File: config.mk
export PLATFORM = sky130hd
export DESIGN_NAME = arbitro_memoria_objetos
export DESIGN_NICKNAME = d
export VERILOG_FILES = /design/src/rtl/arbitro_memoria_objetos.sv
export SDC_FILE = /design/constraint.sdc
export NUM_CORES = 1
export LEC_CHECK = 0
export BUFFER_PORTS_ARGS = -buffer_cell sky130_fd_sc_hd__buf_2
export CORE_MARGIN = 4
export CORE_UTILIZATION = 30
export CTS_CLUSTER_DIAMETER = 120
export DETAILED_ROUTE_END_ITERATION = 6
export GPL_ROUTABILITY_DRIVEN = 1
export PLACE_DENSITY = 0.55
export SETUP_SLACK_MARGIN = 0.1
export SYNTH_ARGS = -nofsm -noshare
export SYNTH_HDL_FRONTEND = slang
export SYNTH_SLANG_ARGS = --single-unit
File: constraint.sdc
create_clock -name clock -period 3.1 [get_ports clock]
set_clock_uncertainty 0.1 [all_clocks]
set_input_delay 0 -clock clock [delete_from_list [all_inputs] [get_ports clock]]
set_output_delay 0 -clock clock [all_outputs]
set_load 0.02 [all_outputs]
File: src/rtl/arbitro_memoria_objetos.sv
// Round-robin arbiter for the shared asteroid/shot object memory in jogo_base.
// One requester at a time gets the memory through req/grant/done, with a hold timeout.
module arbitro_memoria_objetos #(
  parameter int N_REQ   = 4,
  parameter int TIMEOUT = 64
) (
  input  logic                     clock,
  input  logic                     reset,
  input  logic [N_REQ-1:0]         req,
  input  logic [N_REQ-1:0]         done,
  input  logic                     habilitado,
  input  logic                     prioridade,
  output logic [N_REQ-1:0]         grant,
  output logic [$clog2(N_REQ)-1:0] grant_id,
  output logic                     ocupado,
  output logic                     timeout_err,
  output logic [3:0]               db_estado
);

  localparam int IDW = $clog2(N_REQ);
  localparam int TW  = $clog2(TIMEOUT);
  localparam logic [TW-1:0]  TIMER_MAX = TW'(TIMEOUT - 1);
  localparam logic [IDW-1:0] PTR_RST   = IDW'(N_REQ - 1);

  typedef enum logic [3:0] {
    OCIOSO    = 4'd0,
    ARBITRA   = 4'd1,
    CONCEDIDO = 4'd2,
    LIBERA    = 4'd3
  } estado_t;

  estado_t          state_q, state_d;
  logic [N_REQ-1:0] grant_q, grant_d;
  logic [IDW-1:0]   grant_id_q, grant_id_d;
  logic             ocupado_q, ocupado_d;
  logic             timeout_err_q, timeout_err_d;
  logic [TW-1:0]    timer_q, timer_d;
  logic [IDW-1:0]   ptr_q, ptr_d;

  logic             win_found;
  logic [IDW-1:0]   win_id;
  logic [IDW-1:0]   cand;
  logic [N_REQ-1:0] win_onehot;
  logic             release_req;

  // Winner search: requester 0 under priority override, else first set bit after ptr.
  always_comb begin
    win_found = 1'b0;
    win_id    = '0;
    cand      = '0;
    if (prioridade && req[0]) begin
      win_found = 1'b1;
      win_id    = '0;
    end else begin
      for (int off = 1; off <= N_REQ; off++) begin
        cand = IDW'((int'(ptr_q) + off) % N_REQ);
        if (!win_found && req[cand]) begin
          win_found = 1'b1;
          win_id    = cand;
        end
      end
    end
  end

  always_comb begin
    win_onehot         = '0;
    win_onehot[win_id] = 1'b1;
  end

  // Only the current holder's own done or dropped request counts as a release.
  assign release_req = done[grant_id_q] || !req[grant_id_q];

  always_comb begin
    state_d       = state_q;
    grant_d       = grant_q;
    grant_id_d    = grant_id_q;
    ocupado_d     = ocupado_q;
    timeout_err_d = 1'b0;
    timer_d       = timer_q;
    ptr_d         = ptr_q;
    unique case (state_q)
      OCIOSO: begin
        if (habilitado && (|req)) state_d = ARBITRA;
      end
      ARBITRA: begin
        if (!win_found) begin
          state_d = OCIOSO;
        end else begin
          state_d    = CONCEDIDO;
          grant_d    = win_onehot;
          grant_id_d = win_id;
          ocupado_d  = 1'b1;
          timer_d    = '0;
        end
      end
      CONCEDIDO: begin
        if (release_req) begin
          state_d   = LIBERA;
          grant_d   = '0;
          ocupado_d = 1'b0;
        end else if (timer_q == TIMER_MAX) begin
          state_d       = LIBERA;
          grant_d       = '0;
          ocupado_d     = 1'b0;
          timeout_err_d = 1'b1;
        end else begin
          timer_d = timer_q + TW'(1);
        end
      end
      LIBERA: begin
        // The requester just served drops to lowest round-robin priority.
        ptr_d   = grant_id_q;
        state_d = OCIOSO;
      end
      default: state_d = OCIOSO;
    endcase
  end

  always_ff @(posedge clock) begin
    if (!reset) begin
      state_q       <= OCIOSO;
      grant_q       <= '0;
      grant_id_q    <= '0;
      ocupado_q     <= 1'b0;
      timeout_err_q <= 1'b0;
      timer_q       <= '0;
      ptr_q         <= PTR_RST;
    end else begin
      state_q       <= state_d;
      grant_q       <= grant_d;
      grant_id_q    <= grant_id_d;
      ocupado_q     <= ocupado_d;
      timeout_err_q <= timeout_err_d;
      timer_q       <= timer_d;
      ptr_q         <= ptr_d;
    end
  end

  assign grant       = grant_q;
  assign grant_id    = grant_id_q;
  assign ocupado     = ocupado_q;
  assign timeout_err = timeout_err_q;
  assign db_estado   = state_q;

endmodule

* Yosys cells after proc, flatten, opt, wreduce, memory -nomap -nowiden
Cells that the tools add are included.
** Storage, ports and cells
- Register bits after elaboration :: 20
- Input port bits :: 12
- Output and inout bits :: 12
- Word-level logic and storage cells :: 94
** Operators by class
- $add $sub $neg :: 5
- Magnitude comparators :: 7
- Equality and inequality tests :: 9
- Multiplexer cells :: 45
- Bitwise logic cells :: 2
- Reductions and logical operators :: 19
** Operators with widths (number)
- $mux W4 :: 6
- $mux W1 :: 19
- $lt A2 B3 Y1 const B :: 6
- $mux W6 :: 3
- $bmux W1 S2 :: 6
- $mux W2 :: 6
- $pmux W4 S3 :: 1
- $pmux W6 S2 :: 1
- $eq A4 B2 Y1 const B :: 2
- $ne A2 B2 Y1 const B :: 4
- $pmux W4 S2 :: 1
- $add A6 B1 Y6 const B :: 1
- $eq A6 B6 Y1 const B :: 1
- $logic_and A1 B1 Y1 :: 6
- $add A2 B1 Y2 const B :: 2
- $add A2 B2 Y2 const B :: 2
- $eq A4 B1 Y1 const B :: 1
- $logic_not A1 Y1 :: 4
- $logic_not A4 Y1 :: 1
- $reduce_and A2 Y1 :: 2
- $reduce_and A4 Y1 :: 1
- $reduce_or A4 Y1 :: 1
- $ne A3 B3 Y1 const B :: 1
- $reduce_and A3 Y1 :: 1
- 7 further kinds :: 8

* Longest topological paths before layout
- Depth in word-level cells :: 23
- Gate-level depth with buffers :: 5

* Worst setup path after synthesis
OpenSTA, ideal clock, no wires.
- Kind :: reg-to-reg
- From :: reg grant_id_q[0], in the netlist grant_id[0]
- To :: reg state_q[0], in the netlist db_estado[0]
- Library setup time :: 0.100 ns
- Arrival time :: 1.755 ns
- Data required time :: 2.900 ns
- Path slack :: 1.145 ns
- Stages on the path, launching flop included :: 5
- Path buffers :: 0
- Period minus slack after synthesis :: 1.955 ns
- Cell sequence :: dfxtp_1 -> and4bb_1 -> or4_1 -> and3_4 -> a2111oi_4
** Between the ends
- Cells in the longest elaborated chain, start to end :: 6
- Elaborated cells on any way between the ends :: 10
** RTL lines
- start: declaration :: line 34 : logic [IDW-1:0] grant_id_q, grant_id_d;
- start signal: assignment :: line 131 : grant_id_q <= grant_id_d;
- $bmux W1 S2 :: line 71 : assign release_req = done[grant_id_q] || !req[grant_id_q];
- $mux W1 (not written as such) :: line 71
- $logic_not A1 Y1 :: line 71
- $logic_or A1 B1 Y1 (*) :: line 71
- $mux W4 / $ne A3 B3 Y1 (equally long branches)
- $pmux W4 S3 / $reduce_and A2 Y1 (equally long branches)
- end signal: assignment :: line 129 : state_q <= state_d;
- end: declaration :: line 32 : estado_t state_q, state_d;
Every way passes the cells marked *; elsewhere a longest branch is shown, timed or not. The select of a mux whose other input is x is not followed.
A chain may end at the register's enable or synchronous reset.

* Worst setup path in the final report
- From :: reg grant_id_q[0], in the netlist grant_id[0]
- To :: reg grant_q[1], in the netlist grant[1]
** Between the ends
- Cells in the longest elaborated chain, start to end :: 6
- Elaborated cells on any way between the ends :: 10
** RTL lines
- $bmux W1 S2 :: line 71
- $mux W1 (not written as such) :: line 71
- $logic_not A1 Y1 :: line 71
- $logic_or A1 B1 Y1 (*) :: line 71
- $ne A3 B3 Y1 (no source line) / $mux W4 (equally long branches)
- $reduce_and A3 Y1 (no source line) / $pmux W4 S2 (equally long branches)
- end signal: assignment :: line 130 : grant_q <= grant_d;
- end: declaration :: line 33 : logic [N_REQ-1:0] grant_q, grant_d;
Marked as above.

==> flow_metrics.py <==
metrics = {
    "floorplanning": {
        "rows": 20,
        "die_h_um": 65.8,
        "io_pins": 24,
        "core_area_um2": 3130,
        "die_w_um": 65.8,
        "start_util": 0.320,
        "dieArea_um2": 4330,
    },
    "synth": {
        "synth_top_cell_by_area": "dfxtp_1",
        "synthCells": 116,
        "synth-edff-count": 0,
        "yosysWarnings": 0,
        "yosysTopAreaCellShare": 0.360,
        "syn_avg_cell_area_um2": 8.64,
        "synth-seq-area-share": 0.360,
        "synthFlopType": "dfxtp_1",
        "synth_area_um2": 1000,
        "synth-seq-cells": 18,
        "yosys.cell_types.count": 39,
        "synth_async_sr_flop_share": 0,
        "synthTopCellsByArea": "dfxtp_1, nand2_1, a21oi_1, or4_1, nand3_1",
    },
    "timing": {
        "max_clock_freq_mhz": 504,
        "max_slew_margin": 0.507,
        "fin_setup_tns_ps": 0,
        "hold_ws_ps": 52.6,
        "rsz0062_at_grt": "no",
        "worst_pin_slew_ps": 733,
        "maxSlewViolCount": 0,
        "post-route-period-util": 0.640,
        "setup_viol": 0,
        "finalHoldViolCount": 0,
        "finalCriticalPeriod_ps": 1980,
    },
    "detailed_routing": {
        "met2_length_um": 987,
        "wl_met1_mm": 1.20,
        "wire_per_inst_um": 13.0,
        "via_per_inst": 5.31,
        "detail-route-antenna-nets": 0,
        "first_iter_violations": 64,
        "num_vias": 967,
        "wl_met3_um": 137,
        "drt_first_pass_iters": 4,
        "drc": 0,
        "topRoutingLayerUsed": "met4",
        "drt-total-wl_mm": 2.38,
    },
    "setup_path": {
        "r2r-end": "grant[1]",
        "r2r-start": "grant_id[0]",
        "startpoint_type": "flop",
        "r2r_cells": 4,
        "endpoint": "grant[1]",
        "cp_max_fo": 7,
        "cp.arrival_ps": 2050,
        "worst_ep_required_time_ps": 3160,
        "crit_chain": "and4bb_1 > or4_1 > a21boi_1 > o32ai_1",
        "cp_slowest_stage_delay_ps": 580,
        "cp-end-kind": "flop",
        "r2r_setup_slack_ps": 1120,
        "crit_slowest_cell": "or4_1",
        "crit_start": "grant_id[0]",
        "critical_path_class": "flop to flop",
    },
    "global_routing": {
        "grt_first_pass_wirelength_mm": 3.92,
        "grt_pass1_vias": 848,
        "grt_max_degree": 11,
        "grt_usage": 0.116,
        "overflow": 0,
        "antenna_found_initial": 0,
    },
    "cts": {
        "htree_levels": 1,
        "insertion_delay_ps": 290,
        "clock-root-buffer": "clkbuf_4",
        "cts_tree": "built",
        "clk_pin_slew_ps": 90,
        "clockBufferDepth": 2,
        "clock_sinks": 18,
        "numCtsBuffers": 3,
        "post_cts_buffers": 0,
    },
    "job": {
        "drv_cap": 0,
    },
    "min_path": {
        "whs_path_depth": 4,
        "hold_class": "input port to flop",
    },
    "finish": {
        "area_delta_synth_final_pct": 17.9,
        "layout_common_cells": "buf_2, nand2_1, dfxtp_1, a21oi_1, nand3_1",
        "nets": 153,
        "final_cells": 182,
        "final_common_cell": "buf_2",
        "drive_gt1_frac": 0.210,
        "nFillCells": 328,
        "diodes": 0,
        "finish.utilization": 0.378,
    },
    "status": {
        "outcome": "complete, no violations",
    },
    "place": {
        "dp.cells": 177,
        "place.gp.congestion": 0.759,
        "dp_hpwl_mm": 1.84,
        "numPortBuffers": 21,
    },
    "pwr": {
        "peakVddDrop_v": 0.000144,
        "p_per_area_nw_per_um2": 380,
        "power.leakage_uw": 0.000449,
    },
}
[cell usage after synthesis, drive strengths merged (2+ instances only)]
master and instances:
clkbuf 2, buf 3, and4bb 2, a21oi 9, nand2 18, mux2i 2
or4 5, nor3 2, o21ai 4, nor2b 2, nand3 7, nor2 5
nand2b 3, dfxtp 18, and3 3, o31ai 3, o32ai 4, inv 2
o31a 2, o41ai 4
[registers in the layout (all words and copies together), names as in the netlist]
name / cells
timer_q: 6
db_estado: 2
ptr_q: 2
grant_id: 2
timeout_err: 1
ocupado: 1
grant: 4
[worst min-delay path by stage]
stage,start,endpoint
floorplan,habilitado,db_estado[0]
global placement,reset,ptr_q[0]
detailed placement,reset,ptr_q[1]
CTS,prioridade,grant_id[0]
global route,prioridade,grant_id[0]
finish,prioridade,grant_id[0]
[cell families after synthesis]
group,count (synthesis),share of synthesized area
DFF,18,0.360
muxes,2,0.0200
buffers and inverters,7,0.0350
adders and majority gates,1,0.0125
and+or+nand+nor,54,0.318
other,1,0.00374
AOI/OAI and AO/OA,33,0.251
[power breakdown]
group	internal [uW]	total (uW)	switching, uW
Combinational	31.8	82.8	51.0
Sequential	239	250	11.2
Clock	45.2	115	70.1
Total	316	448	132
[stage by stage]
stage / setup slack, ps / total power [uW] / area, um2
after floorplan: 1140 / 311 / 1010
after global placement: 1190 / 336 / 1140
after detailed placement: 1120 / 336 / 1140
after CTS: 1110 / 453 / 1180
after global routing: 969 / 470 / 1180
final: 1120 / 448 / 1180
[per-layer routing]
layer  vias up  GRT usage
li1        494          -
met1       445      0.157
met2        23      0.174
met3         5     0.0238
met4         0     0.0544
met5         -          0
[critical path: cells and delay by family, from the launching register on]
family | cells | cell delay (ps)
AOI/OAI and AO/OA | 2 | 490
and+or+nand+nor | 2 | 810
DFF | 1 | 450
[cell type report]
| class | count | area [um2] | share of cell area |
|---|---|---|---|
| multi-input combinational | 92 | 611 | 0.517 |
| sequential | 18 | 360 | 0.305 |
| timing repair buffer | 23 | 125 | 0.106 |
| tap | 44 | 55.1 | 0.0466 |
| clock buffer | 3 | 22.5 | 0.0191 |
| inverter | 2 | 7.51 | 0.00636 |
[timing repair]
item	in CTS	in global routing
resized for setup	0	0
hold buffers	2	0
hold endpoints to repair	8	0
No activity file was read; power rests on OpenSTA's default activity.
